<file path="src/rtl/ball_motion_ctrl_if.sv">
// Bus bundle for the ball motion sequencer: vsync and key inputs, ball
// position and status outputs. Clock and reset stay as plain ports.
interface ball_motion_ctrl_if #(
   parameter int COORD_W = 11
);
   logic               i_vga_vs;
   logic               i_key_0;
   logic               i_key_1;
   logic               i_key_2;
   logic [COORD_W-1:0] o_cx;
   logic [COORD_W-1:0] o_cy;
   logic               o_dir_x;
   logic               o_dir_y;
   logic [2:0]         o_speed;
   logic               o_paused;
   logic               o_busy;
   logic               o_step_done;

   modport master (
      output i_vga_vs, i_key_0, i_key_1, i_key_2,
      input  o_cx, o_cy, o_dir_x, o_dir_y, o_speed, o_paused, o_busy, o_step_done
   );

   modport slave (
      input  i_vga_vs, i_key_0, i_key_1, i_key_2,
      output o_cx, o_cy, o_dir_x, o_dir_y, o_speed, o_paused, o_busy, o_step_done
   );
endinterface

</file>
<file path="src/rtl/ball_motion_ctrl.sv">
// Frame-synchronous ball motion sequencer: one position step per
// FRAMES_PER_STEP vsync falling edges, per-axis bounce at the travel limits,
// key-driven speed up/down and pause toggle.
module ball_motion_ctrl #(
   parameter int COORD_W         = 11,
   parameter int H_ACTIVE        = 640,
   parameter int V_ACTIVE        = 480,
   parameter int X_MIN           = 30,
   parameter int X_MAX           = 610,
   parameter int Y_MIN           = 30,
   parameter int Y_MAX           = 450,
   parameter int FRAMES_PER_STEP = 1,
   parameter int MAX_SPEED       = 7
) (
   input  logic              i_clk,
   input  logic              i_rst,
   ball_motion_ctrl_if.slave bus
);

   localparam int CW1   = COORD_W + 1;
   localparam int DIV_W = (FRAMES_PER_STEP > 1) ? $clog2(FRAMES_PER_STEP) : 1;
   localparam logic [DIV_W-1:0]   DIV_LAST = DIV_W'(FRAMES_PER_STEP - 1);
   localparam logic [CW1-1:0]     X_LO     = CW1'(X_MIN);
   localparam logic [CW1-1:0]     X_HI     = CW1'(X_MAX);
   localparam logic [CW1-1:0]     Y_LO     = CW1'(Y_MIN);
   localparam logic [CW1-1:0]     Y_HI     = CW1'(Y_MAX);
   localparam logic [2:0]         SPD_MAX  = 3'(MAX_SPEED);
   localparam logic [COORD_W-1:0] X_RST    = COORD_W'(H_ACTIVE / 2);
   localparam logic [COORD_W-1:0] Y_RST    = COORD_W'(V_ACTIVE / 2);

   typedef enum logic [1:0] {
      IDLE   = 2'd0,
      STEP_X = 2'd1,
      STEP_Y = 2'd2,
      COMMIT = 2'd3
   } state_t;

   state_t             state_q, state_d;
   logic [3:0]         sync1_q, sync2_q, sync_d_q;
   logic [3:0]         fall;
   logic               tick, ev_up, ev_dn, ev_pause;
   logic [2:0]         speed_q, spd_lat_q;
   logic               paused_q;
   logic [DIV_W-1:0]   div_q;
   logic [COORD_W-1:0] cx_q, cy_q, nx_q;
   logic               dir_x_q, dir_y_q;
   logic               start, div_inc, busy, step_done;
   logic [COORD_W-1:0] nx_calc, ny_calc;
   logic               dx_next, dy_next;

   // One bounded step along an axis; returns {next_dir, next_pos}.
   // Landing exactly on a limit counts as a bounce.
   function automatic logic [CW1-1:0] axis_step(
      input logic [COORD_W-1:0] pos,
      input logic               dir,
      input logic [CW1-1:0]     lo,
      input logic [CW1-1:0]     hi,
      input logic [2:0]         spd
   );
      logic [CW1-1:0] p, s, sum;
      p   = {1'b0, pos};
      s   = CW1'(spd);
      sum = p + s;
      if (dir) begin
         if (sum >= hi) axis_step = {1'b0, hi[COORD_W-1:0]};
         else           axis_step = {1'b1, sum[COORD_W-1:0]};
      end else begin
         if (p <= lo + s) axis_step = {1'b1, lo[COORD_W-1:0]};
         else             axis_step = {1'b0, pos - COORD_W'(spd)};
      end
   endfunction

   // Two-flop synchronisers plus a delay stage for falling-edge detection,
   // bit order {key_2, key_1, key_0, vsync}; all idle high.
   always_ff @(posedge i_clk or posedge i_rst) begin
      if (i_rst) begin
         sync1_q  <= '1;
         sync2_q  <= '1;
         sync_d_q <= '1;
      end else begin
         sync1_q  <= {bus.i_key_2, bus.i_key_1, bus.i_key_0, bus.i_vga_vs};
         sync2_q  <= sync1_q;
         sync_d_q <= sync2_q;
      end
   end

   assign fall     = sync_d_q & ~sync2_q;
   assign tick     = fall[0];
   assign ev_up    = fall[1];
   assign ev_dn    = fall[2];
   assign ev_pause = fall[3];

   // Key handling runs in every FSM state; simultaneous up/down cancels.
   always_ff @(posedge i_clk or posedge i_rst) begin
      if (i_rst) begin
         speed_q  <= 3'd1;
         paused_q <= 1'b0;
      end else begin
         if (ev_up && !ev_dn && speed_q < SPD_MAX)
            speed_q <= speed_q + 3'd1;
         else if (ev_dn && !ev_up && speed_q > 3'd1)
            speed_q <= speed_q - 3'd1;
         if (ev_pause)
            paused_q <= ~paused_q;
      end
   end

   // Sequencer state register.
   always_ff @(posedge i_clk or posedge i_rst) begin
      if (i_rst) state_q <= IDLE;
      else       state_q <= state_d;
   end

   // Next-state and control decode; ticks outside IDLE are dropped.
   always_comb begin
      state_d   = state_q;
      start     = 1'b0;
      div_inc   = 1'b0;
      busy      = 1'b0;
      step_done = 1'b0;
      case (state_q)
         IDLE: begin
            if (tick && !paused_q) begin
               if (div_q == DIV_LAST) begin
                  start   = 1'b1;
                  state_d = STEP_X;
               end else begin
                  div_inc = 1'b1;
               end
            end
         end
         STEP_X: begin
            busy    = 1'b1;
            state_d = STEP_Y;
         end
         STEP_Y: begin
            busy    = 1'b1;
            state_d = COMMIT;
         end
         COMMIT: begin
            busy      = 1'b1;
            step_done = 1'b1;
            state_d   = IDLE;
         end
         default: state_d = IDLE;
      endcase
   end

   // Per-axis step arithmetic on the latched speed.
   always_comb begin
      {dx_next, nx_calc} = axis_step(cx_q, dir_x_q, X_LO, X_HI, spd_lat_q);
      {dy_next, ny_calc} = axis_step(cy_q, dir_y_q, Y_LO, Y_HI, spd_lat_q);
   end

   // Frame divider, speed latch and position/direction registers.
   // x is staged in nx_q and written together with y on the STEP_Y->COMMIT
   // edge, so both coordinates read new exactly while step_done is high.
   always_ff @(posedge i_clk or posedge i_rst) begin
      if (i_rst) begin
         div_q     <= '0;
         spd_lat_q <= 3'd1;
         nx_q      <= '0;
         cx_q      <= X_RST;
         cy_q      <= Y_RST;
         dir_x_q   <= 1'b1;
         dir_y_q   <= 1'b1;
      end else begin
         if (start) begin
            div_q     <= '0;
            spd_lat_q <= speed_q;
         end else if (div_inc) begin
            div_q <= div_q + 1'b1;
         end
         if (state_q == STEP_X) begin
            nx_q    <= nx_calc;
            dir_x_q <= dx_next;
         end
         if (state_q == STEP_Y) begin
            cx_q    <= nx_q;
            cy_q    <= ny_calc;
            dir_y_q <= dy_next;
         end
      end
   end

   assign bus.o_cx        = cx_q;
   assign bus.o_cy        = cy_q;
   assign bus.o_dir_x     = dir_x_q;
   assign bus.o_dir_y     = dir_y_q;
   assign bus.o_speed     = speed_q;
   assign bus.o_paused    = paused_q;
   assign bus.o_busy      = busy;
   assign bus.o_step_done = step_done;

endmodule

</file>
<file path="src/flat_wrapper.sv">
// flat-port wrapper written by rule: the top's interface ports become plain ports
module ball_motion_ctrl_flat 
#(
   parameter int COORD_W         = 11,
   parameter int H_ACTIVE        = 640,
   parameter int V_ACTIVE        = 480,
   parameter int X_MIN           = 30,
   parameter int X_MAX           = 610,
   parameter int Y_MIN           = 30,
   parameter int Y_MAX           = 450,
   parameter int FRAMES_PER_STEP = 1,
   parameter int MAX_SPEED       = 7
)
  (i_clk, i_rst, bus_i_vga_vs, bus_i_key_0, bus_i_key_1, bus_i_key_2, bus_o_cx, bus_o_cy, bus_o_dir_x, bus_o_dir_y, bus_o_speed, bus_o_paused, bus_o_busy, bus_o_step_done);
  ball_motion_ctrl_if #(.COORD_W(COORD_W)) bus_i ();
  input  logic i_clk;
  input  logic i_rst;
  input wire logic [$bits(bus_i.i_vga_vs)-1:0] bus_i_vga_vs;
  input wire logic [$bits(bus_i.i_key_0)-1:0] bus_i_key_0;
  input wire logic [$bits(bus_i.i_key_1)-1:0] bus_i_key_1;
  input wire logic [$bits(bus_i.i_key_2)-1:0] bus_i_key_2;
  output wire logic [$bits(bus_i.o_cx)-1:0] bus_o_cx;
  output wire logic [$bits(bus_i.o_cy)-1:0] bus_o_cy;
  output wire logic [$bits(bus_i.o_dir_x)-1:0] bus_o_dir_x;
  output wire logic [$bits(bus_i.o_dir_y)-1:0] bus_o_dir_y;
  output wire logic [$bits(bus_i.o_speed)-1:0] bus_o_speed;
  output wire logic [$bits(bus_i.o_paused)-1:0] bus_o_paused;
  output wire logic [$bits(bus_i.o_busy)-1:0] bus_o_busy;
  output wire logic [$bits(bus_i.o_step_done)-1:0] bus_o_step_done;
  assign bus_i.i_vga_vs = bus_i_vga_vs;
  assign bus_i.i_key_0 = bus_i_key_0;
  assign bus_i.i_key_1 = bus_i_key_1;
  assign bus_i.i_key_2 = bus_i_key_2;
  assign bus_o_cx = bus_i.o_cx;
  assign bus_o_cy = bus_i.o_cy;
  assign bus_o_dir_x = bus_i.o_dir_x;
  assign bus_o_dir_y = bus_i.o_dir_y;
  assign bus_o_speed = bus_i.o_speed;
  assign bus_o_paused = bus_i.o_paused;
  assign bus_o_busy = bus_i.o_busy;
  assign bus_o_step_done = bus_i.o_step_done;
  ball_motion_ctrl #(.COORD_W(COORD_W), .H_ACTIVE(H_ACTIVE), .V_ACTIVE(V_ACTIVE), .X_MIN(X_MIN), .X_MAX(X_MAX), .Y_MIN(Y_MIN), .Y_MAX(Y_MAX), .FRAMES_PER_STEP(FRAMES_PER_STEP), .MAX_SPEED(MAX_SPEED)) u_core (.i_clk(i_clk), .i_rst(i_rst), .bus(bus_i));
endmodule
</file>
<file path="config.mk">
export PLATFORM = sky130hd
export DESIGN_NAME = ball_motion_ctrl_flat
export DESIGN_NICKNAME = d
export VERILOG_FILES = /design/src/rtl/ball_motion_ctrl_if.sv /design/src/rtl/ball_motion_ctrl.sv /design/src/flat_wrapper.sv
export SDC_FILE = /design/constraint.sdc
export NUM_CORES = 1
export LEC_CHECK = 0
export ABC_CLOCK_PERIOD_IN_PS = 5500
export BUFFER_PORTS_ARGS = -buffer_cell sky130_fd_sc_hd__buf_2
export CAP_MARGIN = 20
export CORE_MARGIN = 10
export CORE_UTILIZATION = 40
export CTS_BUF_LIST = sky130_fd_sc_hd__clkbuf_4
export DETAILED_ROUTE_END_ITERATION = 12
export GPL_ROUTABILITY_DRIVEN = 0
export SLEW_MARGIN = 20
export SYNTH_ARGS = -nofsm -noshare
export SYNTH_HDL_FRONTEND = slang
export SYNTH_SLANG_ARGS = --single-unit
</file>
<file path="constraint.sdc">
create_clock -name i_clk -period 5.5 [get_ports i_clk]
set_input_delay 0.275 -clock i_clk [delete_from_list [all_inputs] [get_ports i_clk]]
set_output_delay 0.275 -clock i_clk [all_outputs]
set_load 0.02 [all_outputs]
</file>
Word level (Yosys, flattened, before mapping)
Cells that the tools add are included.
{ "totals": {"reg_bits": 57, "in_bits": 6, "wordCells": 69} }
{ "classes": {"n_addsub": 8, "magnitude_cmp": 6, "n_eq_ne": 5, "n_mux": 21, "bitwise": 3, "n_reduce_logical": 13} }
{ "ops": {"columns": ["op", "n"], "rows": [
  ["$mux 12", 6],
  ["$add 11x3->12", 2],
  ["$le 11x12->1", 2],
  ["$sub 11x3->11", 2],
  ["$ge 12x10->1 const B", 1],
  ["$ge 12x9->1 const B", 1],
  ["$mux 1", 10],
  ["$pmux 2 s4", 1],
  ["$add 5x3->6 const A", 1],
  ["$mux 3", 2],
  ["$logic_and 1x1->1", 5],
  ["$and 4x4->4", 1],
  ["$eq 2x2->1 const B", 2],
  ["$mux 2", 2],
  ["$not 4->4", 1],
  ["$reduce_bool 2->1", 2],
  ["$add 3x1->3 const B", 1],
  ["$gt 3x1->1 const B", 1],
  ["$logic_not 1->1", 3],
  ["$lt 3x3->1 const B", 1],
  ["$reduce_or 3->1", 1],
  ["$sub 3x1->3 const B", 1],
  ["$eq 2x1->1 const B", 1],
  ["$logic_not 2->1", 1],
  ["other kinds (5)", 5]
]} }

Longest topological paths before layout
{ "logic_depth": {"word_depth": 7, "mapped_depth": 11} }

Worst setup path after synthesis
Ideal clock, no wire load.
{ "synth_path": {"kind": "flip-flop to flip-flop", "startpoint": "register u_core.cx_q[0], in the netlist u_core.bus.o_cx[0]", "endpoint": "register u_core.nx_q[6]", "arrival_time_ns": 2.595, "slack_ns": 2.787, "path_stages_with_launch": 10, "period_less_slack_ns": 2.713, "path_cell_list": "dfrtp_1 > ha_1 > fa_1 > nor2b_1 > or2_2 > nor4_1 > a2111oi_2 > a211oi_2 > a311oi_1 > a21o_1"} }
{ "synth_via": {"elab_chain_cells": 4} }
{ "synth_lines": {"columns": ["element", "line", "rtl"], "rows": [
  ["start: declaration", "ball_motion_ctrl.sv:45", "logic [COORD_W-1:0] cx_q, cy_q, nx_q;"],
  ["start signal: assignment", "ball_motion_ctrl.sv:179", "cx_q <= nx_q;"],
  ["$add 11x3->12", "ball_motion_ctrl.sv:63", "sum = p + s;"],
  ["$ge 12x10->1", "ball_motion_ctrl.sv:65", "if (sum >= hi) axis_step = {1'b0, hi[COORD_W-1:0]};"],
  ["$mux 12", "ball_motion_ctrl.sv:65", null],
  ["$mux 12 *", "ball_motion_ctrl.sv:64", "if (dir) begin"],
  ["end signal: assignment", "ball_motion_ctrl.sv:175", "nx_q <= nx_calc;"],
  ["end: declaration", "ball_motion_ctrl.sv:45", null]
]} }
Every way passes the cells marked *; elsewhere a longest branch is shown, timed or not.
A chain may end at the register's enable or synchronous reset.

Worst setup path in the final report
{ "layout_path": {"startpoint": "register u_core.spd_lat_q[1]", "endpoint": "register u_core.nx_q[1]"} }
{ "layout_via": {"elab_chain_cells": 4} }
{ "layout_lines": {"columns": ["element", "line", "rtl"], "rows": [
  ["start: declaration", "ball_motion_ctrl.sv:42", "logic [2:0] speed_q, spd_lat_q;"],
  ["start signal: assignment", "ball_motion_ctrl.sv:170", "spd_lat_q <= speed_q;"],
  ["$add 11x3->12 / $add 5x3->6 (equally long branches)", "ball_motion_ctrl.sv:63, ball_motion_ctrl.sv:68", null],
  ["$ge 12x10->1 / $le 11x12->1 (equally long branches)", "ball_motion_ctrl.sv:65, ball_motion_ctrl.sv:68", null],
  ["$mux 12 (on tied branches)", "ball_motion_ctrl.sv:65, ball_motion_ctrl.sv:68", null],
  ["$mux 12 *", "ball_motion_ctrl.sv:64", null]
]} }
Marks and branches as above.

==> results_dict.tcl <==
set metrics [dict create \
    io_pins 36 \
    wl_per_cell_um 16.0 \
    timing.rr.end "u_core.nx_q[1]" \
    highest_layer "met4" \
    syn_nets 472 \
    clkSinkCount 57 \
    setup_viol 0 \
    clk_pin_slew_ns 0.12 \
    end_kind "register" \
    synth-seq-area-share_pct 36.3 \
    max_slew.worst_pin.slew_ns 0.716 \
    antenna_cells 0 \
    finalHoldViolCount 0 \
    drtIter0Drc 259 \
    core_um2 9770 \
    htreeDepth 3 \
    drive_above_1_share_pct 21.1 \
    dieArea_um2 14400 \
    cellPowerDensity_nw_per_um2 618 \
    hold-worst-slack_ns 0.0251 \
    wl_met1_mm 4.28 \
    avgSynthCellArea_um2 9.27 \
    async_reset_ff_share_pct 100 \
    hpwlAfterDp_mm 6.87 \
    cts_setup_buffers 0 \
    ir_worst_vdd_mv 0.263 \
    std_cell_rows 36 \
    slowest_delay_ns 0.56 \
    finalCritPeriodShare_pct 55.9 \
    vias 3283 \
    crit_required_ns 5.77 \
    clockBufferDepth 2 \
    synth_seq_cells 57 \
    dr_wl_met2_mm 4.63 \
    yosys.area.top_type_share_pct 21.9 \
    io_buffers 35 \
    wl_met3_um 495 \
    cts_root_buffer "clkbuf_4" \
    yosysWarnings 0 \
    cts_buffers 9 \
    drcViolationCount 0 \
    yosys-top-cells-count "dfrtp_1, nor2_1, nand2_1, ha_1, inv_1" \
    synth_area_um2 4000 \
    synth_edf_count 0 \
    fin_nets 499 \
    crit_type "reg -> reg" \
    area_delta_synth_final_pct 10.2 \
    grt_max_degree 58 \
    rsz0062_at_grt "false" \
    max_cap_violations 0 \
    synthCells 432 \
    ant_nets 0 \
    cp-start-kind "register" \
    period_needed_ns 3.07 \
    ys.flop_type "dfrtp_1" \
    tritoncts "yes" \
    critPathMaxFanout 8 \
    reg2reg_depth 9 \
    die_x_um 120 \
    grt_pass1_vias 3224 \
    drv_slew 0 \
    chipHeight_um 120 \
    grt.overflow.total 0 \
    path_cells "inv_1 -> ha_1 -> nor3b_4 -> o311ai_2 -> xor2_1 -> a31oi_1 -> a211oi_2 -> nor3b_1 -> a311oi_1" \
    antenna_found_initial 0 \
    start_util_pct 41.0 \
    reg2reg_setup_slack_ns 2.43 \
    grt_pass1_wl_mm 16.5 \
    yosys.area.top_type "dfrtp_1" \
    fin_setup_tns_ns 0 \
    via_per_inst 5.50 \
    n_fill_cell 989 \
    track_usage_pct 13.8 \
    worstSkewPairLatency_ns 0.43 \
    status "complete, no violations" \
    cp_data_arrival_time_ns 3.34 \
    clock_skew_ns 0.0177 \
    timing.fmax_mhz 325 \
    synth_area_leaders "dfrtp_1, dfstp_2, ha_1" \
    synth_cell_types 68 \
    r2r_start "u_core.spd_lat_q[1]" \
    totalWireLength_mm 9.53 \
    hp-class "in -> async" \
    crit_buf_inv 1 \
    dr.pass1.iters 5 \
    p_leak_nw 1.86 \
    max-slew-margin-rel_pct 52.3 \
    slowest_stage "dfrtp_1" \
    critPathTopFamily "compound AO/OA/AOI/OAI gates" \
]
==> stage by stage <==
step | cells | util [%] | worst slack (ns) | total power (W) | instance area [um2]
detailed placement | 577 | 43.5 | 2.46 | 0.00246 | 4250
global route | 597 | 45.2 | 2.11 | 0.00301 | 4410
global placement | 577 | 43.5 | 2.55 | 0.00244 | 4250
finish | 597 | 45.2 | 2.43 | 0.00273 | 4410
CTS | 597 | 45.2 | 2.40 | 0.00276 | 4410
floorplan | 432 | - | 2.79 | 0.00206 | 4000
==> worst max-delay path by stage <==
stage / endpoint / depth (start not counted) / slack (ns) / start
3_5_place_dp: u_core.nx_q[1] / 9 / 2.46 / u_core.spd_lat_q[1]
6_report: u_core.nx_q[1] / 9 / 2.43 / u_core.spd_lat_q[1]
3_3_place_gp: u_core.nx_q[1] / 9 / 2.55 / u_core.spd_lat_q[1]
2_1_floorplan: u_core.nx_q[6] / 9 / 2.79 / u_core.bus.o_cx[0]
4_1_cts: u_core.nx_q[1] / 9 / 2.40 / u_core.spd_lat_q[1]
5_1_grt: u_core.nx_q[1] / 9 / 2.11 / u_core.spd_lat_q[1]
==> sequential cells by signal, indices dropped and copies added, names as in the netlist, 2 cells and up <==
name and cells:
u_core.spd_lat_q 3, u_core.sync_d_q 4, u_core.sync1_q 4, u_core.bus.o_speed 3
u_core.bus.o_cy 11, u_core.state_q 2, u_core.sync2_q 4, u_core.nx_q 11
u_core.bus.o_cx 11
==> cells in the final DEF, fill, tap and decap left out, types with 7 or more instances in the layout <==
| cell | n |
|---|---|
| nand3_1 | 20 |
| nor3b_1 | 8 |
| nor2_1 | 35 |
| xnor2_1 | 14 |
| nor2b_1 | 13 |
| nor3_1 | 12 |
| a21oi_1 | 23 |
| clkbuf_4 | 9 |
| inv_1 | 23 |
| ha_1 | 28 |
| buf_2 | 35 |
| dfrtp_1 | 35 |
| o21ai_0 | 20 |
| xor2_1 | 8 |
| nor4_1 | 7 |
| dfstp_2 | 22 |
| nand2_1 | 29 |
| mux2_2 | 10 |
==> metal layers <==
layer  up-vias  GRT usage (%)
li1       1607              -
met3        11           3.14
met2        82           21.8
met5         -              0
met4         0           5.13
met1      1583           18.0
==> timing repair <==
item,in CTS,in global routing
resized for setup,0,0
hold buffers,4,0
hold endpoints to repair,4,0
setup endpoints to repair,0,0
==> cell families after synthesis <==
logic type | synth area share [%]
fa+ha+maj | 11.8
mux | 3.56
compound gates | 16.8
simple gates | 21.6
flops | 36.3
buf+inv | 5.09
xor+xnor | 4.81
==> power by group <==
part           total (W)  switching, W  internal [W]
combinational    0.00161      0.000927      0.000683
sequential      0.000838      0.000254      0.000584
clock           0.000281      0.000186     0.0000949
total            0.00273       0.00137       0.00136
==> worst reg2reg max path, delay by kind of cell (launching register included) <==
kind | cells | cell delay, ns
AO/OA/AOI/OAI | 4 | 0.84
AND/OR/NAND/NOR | 2 | 0.61
flip-flops | 1 | 0.56
adder cells (fa/ha/maj) | 1 | 0.38
XOR/XNOR | 1 | 0.30
buffers and inverters | 1 | 0.22
==> cell type report <==
type,instances,area (um2),area share [%]
flip-flops and latches,57,1450,32.9
repair buffers,41,230,5.22
clock buffers,9,67.6,1.53
clock inverters,7,56.3,1.28
well taps,133,166,3.77
inverters,25,93.8,2.13
multi-input cells,325,2350,53.1
Power figures use the tool's default switching activity.
